$ cat src/rtl/lf_spi_cmd_rx_pkg.sv
// Shared constants for the LF SPI command receiver: command codes, major modes,
// FSM encodings and register reset values.
package lf_spi_cmd_rx_pkg;

  // Command codes carried in bits [15:12] of a frame.
  localparam logic [3:0] FpgaCmdSetConfreg             = 4'd1;
  localparam logic [3:0] FpgaCmdSetDivisor             = 4'd2;
  localparam logic [3:0] FpgaCmdSetEdgeDetectThreshold = 4'd3;

  // Major modes carried in conf_word[8:6].
  localparam logic [2:0] FpgaMajorModeLfReader     = 3'd0;
  localparam logic [2:0] FpgaMajorModeLfEdgeDetect = 3'd1;
  localparam logic [2:0] FpgaMajorModeLfPassthru   = 3'd2;
  localparam logic [2:0] FpgaMajorModeLfAdc        = 3'd3;
  localparam logic [2:0] FpgaMajorModeOff          = 3'd7;

  // Receiver FSM encodings.
  localparam logic [1:0] StWaitIdle = 2'd0;
  localparam logic [1:0] StIdle     = 2'd1;
  localparam logic [1:0] StShift    = 2'd2;
  localparam logic [1:0] StDecode   = 2'd3;

  localparam logic [8:0] ConfWordRst = {FpgaMajorModeOff, 6'b000000};

  localparam logic [4:0] FrameBits  = 5'd16;
  localparam logic [4:0] BitCntMax  = 5'd17;

  typedef struct packed {
    logic [3:0]  code;
    logic [11:0] arg;
  } cmd_t;

  function automatic logic is_edge_detect(input logic [8:0] conf);
    return conf[8:6] == FpgaMajorModeLfEdgeDetect;
  endfunction

endpackage

$ cat src/rtl/lf_spi_cmd_rx_sync_ff.sv
// Multi-stage flop synchroniser with a selectable reset value; Depth must be at least 2.
module lf_spi_cmd_rx_sync_ff #(
  parameter int unsigned Depth  = 2,
  parameter logic        RstVal = 1'b0
) (
  input  logic clk,
  input  logic rst_n,
  input  logic d,
  output logic q
);

  logic [Depth-1:0] stages_q;

  always_ff @(posedge clk or negedge rst_n) begin
    if (!rst_n) begin
      stages_q <= {Depth{RstVal}};
    end else begin
      stages_q <= {stages_q[Depth-2:0], d};
    end
  end

  assign q = stages_q[Depth-1];

endmodule

$ cat src/rtl/lf_spi_cmd_rx.sv
// Oversampled SPI command receiver: synchronises spck/mosi/ncs into pck0, assembles
// 16-bit frames and decodes them into the LF configuration registers.
module lf_spi_cmd_rx
  import lf_spi_cmd_rx_pkg::*;
#(
  parameter int unsigned SYNC_STAGES = 2,
  parameter logic [7:0]  DIV_RST     = 8'd95,
  parameter logic [7:0]  THR_RST     = 8'd127
) (
  input  logic       pck0,
  input  logic       nrst,
  input  logic       spck,
  input  logic       mosi,
  input  logic       ncs,
  output logic [8:0] conf_word,
  output logic [7:0] divisor,
  output logic [7:0] lf_ed_threshold,
  output logic       cmd_valid,
  output logic [3:0] cmd_code,
  output logic       frame_err,
  output logic [7:0] err_cnt
);

  localparam int unsigned WaitW = $clog2(SYNC_STAGES + 1);
  localparam logic [WaitW-1:0] WaitDone = WaitW'(SYNC_STAGES);

  logic spck_s, mosi_s, ncs_s;
  logic spck_prev_q, ncs_prev_q;
  logic spck_rise, ncs_rise, ncs_fall;

  lf_spi_cmd_rx_sync_ff #(
    .Depth  (SYNC_STAGES),
    .RstVal (1'b0)
  ) u_sync_spck (
    .clk   (pck0),
    .rst_n (nrst),
    .d     (spck),
    .q     (spck_s)
  );

  lf_spi_cmd_rx_sync_ff #(
    .Depth  (SYNC_STAGES),
    .RstVal (1'b0)
  ) u_sync_mosi (
    .clk   (pck0),
    .rst_n (nrst),
    .d     (mosi),
    .q     (mosi_s)
  );

  lf_spi_cmd_rx_sync_ff #(
    .Depth  (SYNC_STAGES),
    .RstVal (1'b1)
  ) u_sync_ncs (
    .clk   (pck0),
    .rst_n (nrst),
    .d     (ncs),
    .q     (ncs_s)
  );

  always_ff @(posedge pck0 or negedge nrst) begin
    if (!nrst) begin
      spck_prev_q <= 1'b0;
      ncs_prev_q  <= 1'b0;
    end else begin
      spck_prev_q <= spck_s;
      ncs_prev_q  <= ncs_s;
    end
  end

  assign spck_rise = spck_s & ~spck_prev_q;
  assign ncs_rise  = ncs_s & ~ncs_prev_q;
  assign ncs_fall  = ~ncs_s & ncs_prev_q;

  // Frame FSM and shift datapath.
  logic [1:0]       state_q, state_d;
  logic [15:0]      shift_q, shift_d;
  logic [4:0]       bit_cnt_q, bit_cnt_d;
  logic [WaitW-1:0] wait_q, wait_d;

  // The synchroniser holds its reset value until the live pin has propagated, so
  // ncs is not trusted until the chain has been refilled.
  always_comb begin
    state_d   = state_q;
    shift_d   = shift_q;
    bit_cnt_d = bit_cnt_q;
    wait_d    = wait_q;
    unique case (state_q)
      StWaitIdle: begin
        if (wait_q != WaitDone) begin
          wait_d = wait_q + 1'b1;
        end else if (ncs_s) begin
          state_d = StIdle;
        end
      end
      StIdle: begin
        if (ncs_fall) begin
          shift_d   = '0;
          bit_cnt_d = '0;
          state_d   = StShift;
        end
      end
      StShift: begin
        if (spck_rise) begin
          shift_d = {shift_q[14:0], mosi_s};
          if (bit_cnt_q != BitCntMax) begin
            bit_cnt_d = bit_cnt_q + 5'd1;
          end
        end
        if (ncs_rise) begin
          state_d = StDecode;
        end
      end
      StDecode: state_d = StIdle;
      default:  state_d = StWaitIdle;
    endcase
  end

  always_ff @(posedge pck0 or negedge nrst) begin
    if (!nrst) begin
      state_q   <= StWaitIdle;
      shift_q   <= '0;
      bit_cnt_q <= '0;
      wait_q    <= '0;
    end else begin
      state_q   <= state_d;
      shift_q   <= shift_d;
      bit_cnt_q <= bit_cnt_d;
      wait_q    <= wait_d;
    end
  end

  // Frame evaluation and configuration registers.
  cmd_t cmd;
  logic frame_ok, frame_bad;
  logic unused_arg_bits;

  assign cmd             = cmd_t'(shift_q);
  assign frame_ok        = (state_q == StDecode) && (bit_cnt_q == FrameBits);
  assign frame_bad       = (state_q == StDecode) && (bit_cnt_q != FrameBits);
  assign unused_arg_bits = ^cmd.arg[11:9];

  logic [8:0] conf_word_q;
  logic [7:0] divisor_q, thr_q, err_cnt_q;
  logic [3:0] cmd_code_q;
  logic       cmd_valid_q, frame_err_q;

  always_ff @(posedge pck0 or negedge nrst) begin
    if (!nrst) begin
      conf_word_q <= ConfWordRst;
      divisor_q   <= DIV_RST;
      thr_q       <= THR_RST;
      cmd_code_q  <= '0;
      err_cnt_q   <= '0;
      cmd_valid_q <= 1'b0;
      frame_err_q <= 1'b0;
    end else begin
      cmd_valid_q <= frame_ok;
      frame_err_q <= frame_bad;
      if (frame_ok) begin
        cmd_code_q <= cmd.code;
        case (cmd.code)
          FpgaCmdSetConfreg: begin
            conf_word_q <= cmd.arg[8:0];
            // Entering edge-detect mode starts from the default threshold.
            if (is_edge_detect(cmd.arg[8:0])) begin
              thr_q <= THR_RST;
            end
          end
          FpgaCmdSetDivisor:             divisor_q <= cmd.arg[7:0];
          FpgaCmdSetEdgeDetectThreshold: thr_q     <= cmd.arg[7:0];
          default: ;
        endcase
      end
      if (frame_bad && (err_cnt_q != 8'hFF)) begin
        err_cnt_q <= err_cnt_q + 8'd1;
      end
    end
  end

  assign conf_word       = conf_word_q;
  assign divisor         = divisor_q;
  assign lf_ed_threshold = thr_q;
  assign cmd_code        = cmd_code_q;
  assign err_cnt         = err_cnt_q;
  assign cmd_valid       = cmd_valid_q;
  assign frame_err       = frame_err_q;

endmodule

$ cat config.mk
export PLATFORM = sky130hd
export DESIGN_NAME = lf_spi_cmd_rx
export DESIGN_NICKNAME = d
export VERILOG_FILES = /design/src/rtl/lf_spi_cmd_rx_pkg.sv /design/src/rtl/lf_spi_cmd_rx_sync_ff.sv /design/src/rtl/lf_spi_cmd_rx.sv
export SDC_FILE = /design/constraint.sdc
export NUM_CORES = 1
export LEC_CHECK = 0
export CAP_MARGIN = 20
export CORE_MARGIN = 2
export CORE_UTILIZATION = 41
export DETAILED_ROUTE_END_ITERATION = 10
export GPL_TIMING_DRIVEN = 0
export PLACE_DENSITY = 0.75
export SLEW_MARGIN = 20
export SYNTH_ARGS = -nofsm -noshare
export SYNTH_HDL_FRONTEND = slang
export SYNTH_SLANG_ARGS = --single-unit
$ cat constraint.sdc
create_clock -name pck0 -period 2.05 [get_ports pck0]
set_input_delay 0.41 -clock pck0 [delete_from_list [all_inputs] [get_ports pck0]]
set_output_delay 0.41 -clock pck0 [all_outputs]
set_load 0.01 [all_outputs]
==> results of run 1 <==
-- registers in the layout (all words and copies together), names as in the netlist --
name / flops
bit_cnt_q: 5
cmd: 16
cmd_code: 4
cmd_valid: 1
conf_word: 9
divisor: 8
err_cnt: 8
frame_err: 1
lf_ed_threshold: 8
ncs_prev_q: 1
spck_prev_q: 1
state_q: 2
u_sync_mosi.stages_q: 2
u_sync_ncs.stages_q: 2
u_sync_spck.stages_q: 2
wait_q: 2
-- synthesized netlist by cell type --
cell type,count
a221o_1,2
nor3_1,3
buf_6,1
mux2_2,22
ha_1,11
xor2_1,4
buf_2,1
and3_1,2
o2bb2ai_1,2
dfstp_2,18
a211o_1,1
and4bb_4,1
nor2b_1,1
a22oi_1,1
inv_1,12
clkbuf_1,6
nor4_1,2
or2_2,1
nand2b_1,10
nor3b_1,2
nor2_1,8
o211ai_1,2
nand2_1,43
mux2_4,8
o21ai_0,20
and4_1,1
o21a_1,1
o221ai_1,1
mux2i_1,4
and4bb_2,1
xnor2_1,2
dfrtp_1,54
a21oi_1,3
a21bo_2,1
or3b_1,1
nand3_1,4
nand3_4,1
nor2_2,1
a32o_1,1
nand3b_1,1
-- power groups by stage --
stage / logic [W] / registers (W) / clock network [W]
2_1_floorplan: 0.000679 / 0.00173 / 0
3_3_place_gp: 0.00106 / 0.00172 / 0
3_5_place_dp: 0.00108 / 0.00172 / 0
4_1_cts: 0.00108 / 0.00170 / 0.00109
5_1_grt: 0.00124 / 0.00172 / 0.00115
6_report: 0.00111 / 0.00170 / 0.00105
-- path summary, 6_finish.rpt --
kind	to	startpoint	slack, ns
worst max-delay path	divisor[5]$_DFFE_PN0P_	bit_cnt_q[0]$_DFFE_PN0P_	0.08
worst min-delay path	u_sync_ncs.stages_q[1]$_DFF_PN1_	u_sync_ncs.stages_q[0]$_DFF_PN1_	0.36
worst max register to register	divisor[5]$_DFFE_PN0P_	bit_cnt_q[0]$_DFFE_PN0P_	0.08
worst min register to register	u_sync_ncs.stages_q[1]$_DFF_PN1_	u_sync_ncs.stages_q[0]$_DFF_PN1_	0.36
max in group asynchronous	conf_word[7]$_DFFE_PN1P_	nrst	1.02
min in group asynchronous	conf_word[3]$_DFFE_PN0P_	nrst	0.44
-- area by class of cell --
type | count | area [µm²]
timing repair buffer | 47 | 480.5
tap | 99 | 123.9
sequential | 72 | 1826
clock buffer | 9 | 123.9
clock inverter | 7 | 60.06
fill | 622 | 3390
buffer | 8 | 40.04
multi-input combinational | 169 | 1242
inverter | 12 | 45.04
-- kinds of logic after synthesis --
kind of cell,after synthesis,synth area share
xor gates and xnor gates,6,0.01671
adders and majority gates,11,0.04375
buffers and inverters,20,0.02665
DFF,72,0.5800
muxes,34,0.1297
and+or+nand+nor,83,0.1333
AOI/OAI and AO/OA,35,0.07001
-- layer usage --
layer  track usage  wire [µm]  share of wire  vias to the layer above
met5             0          0              0                        -
met4       0.07197        106          0.019                        0
met3       0.03983        190          0.033                        9
met2        0.2175       2716           0.48                       35
met1        0.2011       2676           0.47                     1026
li1              -          -              -                     1005
-- metrics by stage --
step / cell area, µm² / worst slack [ns] / cells / setup TNS [ns] / power (W)
final: 3941 / 0.07719 / 423 / 0 / 0.003852
after global routing: 3941 / -0.001074 / 423 / -0.001074 / 0.004112
after CTS: 3919 / 0.007333 / 421 / 0 / 0.003868
after detailed placement: 3725 / 0.003882 / 404 / 0 / 0.002799
after global placement: 3700 / -1.825 / 403 / -116.55 / 0.002782
after floorplan: 3146 / 0.1187 / 261 / 0 / 0.002410
-- repair_timing --
item | 4_1_cts | 5_1_grt
endpoints found under the hold margin | 8 | 0
hold buffers | 1 | 0
endpoints found under the setup margin | 0 | 30
resized for setup | 0 | 4
buffers inserted | 0 | 2
-- worst register-to-register path, cell delays in order (launching register included) --
cell      delay, ns
dfrtp_2        0.44
inv_1          0.08
ha_1           0.15
and4bb_4       0.27
nand3_4        0.09
or3b_1         0.39
buf_6          0.16
mux2_4         0.30
==> flow_summary.ini, run 1 <==
[outcome]
status = completed

[critical_path]
worstSetupPathType = reg -> reg
cp.required_ns = 2.29
critPathLaunchType = register
cp_num_buf_inv = 2
cp.depth = 7
crit_path_max_fanout = 8
cp_slowest_cell = dfrtp_2
cpPeakStageDelay_ns = 0.44
crit_path_cell_trace = inv_1 -> ha_1 -> and4bb_4 -> nand3_4 -> or3b_1 -> buf_6 -> mux2_4
crit_family = simple AND/OR/NAND/NOR gates
arrival_ns = 2.22
cp-end-kind = register
reg2reg_depth = 7

[finish]
final_common_cell = dfrtp_1
final_core_util = 0.5376
nets = 335
antennaDiodeCount = 0
drive_above_1_share = 0.2438
syn_to_final_growth_pct = 25.30
final_cell_mix = 53 x dfrtp_1, 43 x nand2_1, 42 x clkdlybuf4s50_1

[cts]
cts-htree-levels = 3
clock-sinks = 72
tritoncts = built
clock_tree.root_cell = clkbuf_8
path_clk_slew_ns = 0.09
numCtsBuffers = 9
clkLatencyLatePin_ns = 0.35
clockBufferDepth = 2

[power]
intPower_w = 0.002466
power.density_nw_per_um2 = 977.4
sw_frac_of_total = 0.3598
p_sw_w = 0.001386
clockPowerShare = 0.272
power.leakage_nw = 1.709
ir_drop_uv = 873.5
p_seq_frac = 0.441
comb_power_share = 0.287

[global_route]
grt_max_degree = 59
grt_pass1_wl_um = 9722
grt_pass1_vias = 2040
antenna_found_initial = 0
grt_overflow = 0
grt_usage = 0.1476

[yosys]
ys_seq_area_frac = 0.5800
yosysWarnings = 0
yosysTopAreaCellShare = 0.4296
synth.distinct_cells = 40
syn_area_per_cell_um2 = 12.05
synth_top_cell_by_area = dfrtp_1
synthCells = 261
synthesis.area_um2 = 3146
syn_nets = 277
synth_seq_cells = 72
synth_area_leaders = dfrtp_1 43%, dfstp_2 15%, mux2_2 7.9%

[detailed_routing]
vias = 2075
routed_wl_um = 5690
drt-pass1-iter-count = 4
drc_errors = 0
wire_per_inst_um = 13.45
post_drt_via_cell_ratio = 4.905
drtIter0Drc = 162
antenna_left = 0

[sta]
drv_slew = 0
worst_pin_slew_ns = 0.5203
hold_viol = 0
setup_viol = 0
max_clock_freq_mhz = 506.9
hold_ws_ns = 0.3579
clock_skew_ns = 0.01296
max_slew_margin = 0.6531
min_period_ns = 1.973
period_share = 0.9623

[floorplanning]
die_x_um = 91.59
ios = 44
die_h_um = 91.59
start_util = 0.4291
core-area_um2 = 7331
die-area_um2 = 8389
rows = 31

[worst_hold_path]
hold_depth = 0
hp-class = reg -> reg

[place]
place_congestion = 0.8277
io_buffers = 43
place_hpwl_um = 3813

[run]
maxCapViolations = 0
No activity file was read; power rests on OpenSTA's default activity.
==> run 2: changes to the inputs <==
--- a/config.mk
+++ b/config.mk
@@ -5,12 +5,15 @@
 export SDC_FILE = /design/constraint.sdc
 export NUM_CORES = 1
 export LEC_CHECK = 0
+export ABC_CLOCK_PERIOD_IN_PS = 2050
 export CAP_MARGIN = 20
 export CORE_MARGIN = 2
 export CORE_UTILIZATION = 41
+export CTS_CLUSTER_SIZE = 14
 export DETAILED_ROUTE_END_ITERATION = 10
 export GPL_TIMING_DRIVEN = 0
 export PLACE_DENSITY = 0.75
+export SETUP_SLACK_MARGIN = 0.5
 export SLEW_MARGIN = 20
 export SYNTH_ARGS = -nofsm -noshare
 export SYNTH_HDL_FRONTEND = slang
==> flow_summary.ini, run 2 (synthesis gave the netlist of run 1 again) <==
[sta]
drv_slew = 0
period_share = 0.9331
hold_ws_ns = 0.3578
setup_viol = 0
max_slew_margin = 0.6503
finalSetupTns_ns = 0
hold_viol = 0
worst_pin_slew_ns = 0.5245
min_period_ns = 1.913
rsz0062_at_grt = true
max_clock_freq_mhz = 522.8
clock_skew_ns = 0.01256

[critical_path]
cp_slowest_cell = dfrtp_1
r2r-end = divisor[7]$_DFFE_PN0P_
worstSetupStartpoint = bit_cnt_q[0]$_DFFE_PN0P_
cp.depth = 7
crit_path_max_fanout = 8
cp.required_ns = 2.31
regToRegSetupSlack_ns = 0.14
critPathLaunchType = register
cpPeakStageDelay_ns = 0.41
cp_num_buf_inv = 2
crit_path_cell_trace = inv_2 -> ha_4 -> and4bb_4 -> nand3_4 -> or3b_4 -> buf_8 -> mux2_4
cp-endpoint = divisor[7]$_DFFE_PN0P_
crit_family = simple AND/OR/NAND/NOR gates
reg2reg_depth = 7
worstSetupPathType = reg -> reg
crit-reg2reg-launch = bit_cnt_q[0]$_DFFE_PN0P_
cp-end-kind = register
arrival_ns = 2.17

[place]
post-place-cells = 404
io_buffers = 43
place_congestion = 0.8206
place_area_um2 = 3739
place_hpwl_um = 3915

[cts]
tritoncts = built
numCtsBuffers = 9
cts-htree-levels = 3
clockBufferDepth = 2
path_clk_slew_ns = 0.09
clock_tree.root_cell = clkbuf_8
clkLatencyLatePin_ns = 0.37
clock-sinks = 72

[detailed_routing]
wire_per_inst_um = 16.72
vias = 2320
routed_wl_um = 7591
antenna_left = 0
drc_errors = 0
post_drt_via_cell_ratio = 5.110
drtIter0Drc = 130
drt-pass1-iter-count = 4

[global_route]
antenna_found_initial = 0
grt_max_degree = 60
grt_pass1_vias = 2369
grt_pass1_wl_um = 11390
grt_overflow = 0
grt_usage = 0.1726

[floorplanning]
core-area_um2 = 7331
die_x_um = 91.59
ios = 44
die_h_um = 91.59
die-area_um2 = 8389
start_util = 0.4291
rows = 31

[finish]
antennaDiodeCount = 0
final_cell_mix = 53 x dfrtp_1, 25 x nand2_1, 25 x buf_4
instances_no_fill = 454
nets = 366
final_common_cell = dfrtp_1
largest_reg_flops = 16
syn_to_final_growth_pct = 45.35
drive_above_1_share = 0.5324
final_cell_area_um2 = 4572

[power]
total_power_w = 0.005450
sw_frac_of_total = 0.3623
power.density_nw_per_um2 = 1192
ir_drop_uv = 817.5
power.leakage_nw = 2.159
comb_power_share = 0.435
p_sw_w = 0.001975
intPower_w = 0.003475
p_seq_frac = 0.307
clockPowerShare = 0.258

[run]
maxCapViolations = 0

[outcome]
status = completed

[worst_hold_path]
hp-class = reg -> reg
run 2: worst register-to-register path, delay by kind of cell (launching register included):
| kind | cells | cell delay, ns |
|---|---|---|
| DFF | 1 | 0.41 |
| buffers and inverters | 2 | 0.26 |
| muxes | 1 | 0.30 |
| and+or+nand+nor | 3 | 0.73 |
| adders and majority gates | 1 | 0.13 |
run 2: worst min-delay path by stage:
stage | from | end | slack, ns | cells after the start
final | u_sync_ncs.stages_q[0]$_DFF_PN1_ | u_sync_ncs.stages_q[1]$_DFF_PN1_ | 0.36 | 0
after detailed placement | nrst | conf_word[4]$_DFFE_PN0P_ | 0.28 | 1
after floorplan | nrst | bit_cnt_q[0]$_DFFE_PN0P_ | 0.11 | 0
after global placement | u_sync_spck.stages_q[0]$_DFF_PN0_ | u_sync_spck.stages_q[1]$_DFF_PN0_ | 0.34 | 0
after CTS | u_sync_spck.stages_q[0]$_DFF_PN0_ | u_sync_spck.stages_q[1]$_DFF_PN0_ | 0.36 | 0
after global routing | u_sync_ncs.stages_q[0]$_DFF_PN1_ | u_sync_ncs.stages_q[1]$_DFF_PN1_ | 0.37 | 0
run 2: layout make-up:
class,instances,area (µm²)
buffer,8,83.83
fill,545,2759
inverter,12,45.04
clock buffer,9,123.9
sequential,72,1826
tap,99,123.9
timing repair buffer,78,664.4
clock inverter,7,125.1
multi-input combinational,169,1580
run 2: power groups by stage:
stage                     Sequential [W]  Clock (W)  Combinational, W
after floorplan                  0.00173          0          0.000694
after global placement           0.00172          0           0.00107
after detailed placement         0.00173          0           0.00110
after CTS                        0.00165    0.00142           0.00167
after global routing             0.00169    0.00149           0.00253
final                            0.00167    0.00141           0.00237
run 2: metal layers:
| layer | track usage | up-vias | part of all wire |
|---|---|---|---|
| met3 | 0.04564 | 12 | 0.032 |
| met4 | 0.07576 | 0 | 0.018 |
| li1 | - | 1070 | - |
| met2 | 0.2770 | 47 | 0.51 |
| met1 | 0.2193 | 1191 | 0.44 |
| met5 | 0 | - | 0 |
run 2: stage by stage:
stage	util	setup WS, ns
global placement	0.5066	-1.795
global route	0.6237	0.09547
detailed placement	0.5100	0.01894
finish	0.6237	0.1371
CTS	0.5875	0.1715
floorplan	-	0.1415
run 2: repair_timing:
| item | in CTS | in global routing |
|---|---|---|
| gates cloned | 2 | 1 |
| pin swaps | 10 | 17 |
| endpoints found under the setup margin | 97 | 78 |
| buffers inserted | 20 | 10 |
| hold buffers | 1 | 0 |
| endpoints found under the hold margin | 8 | 0 |
| gates resized for setup | 101 | 103 |
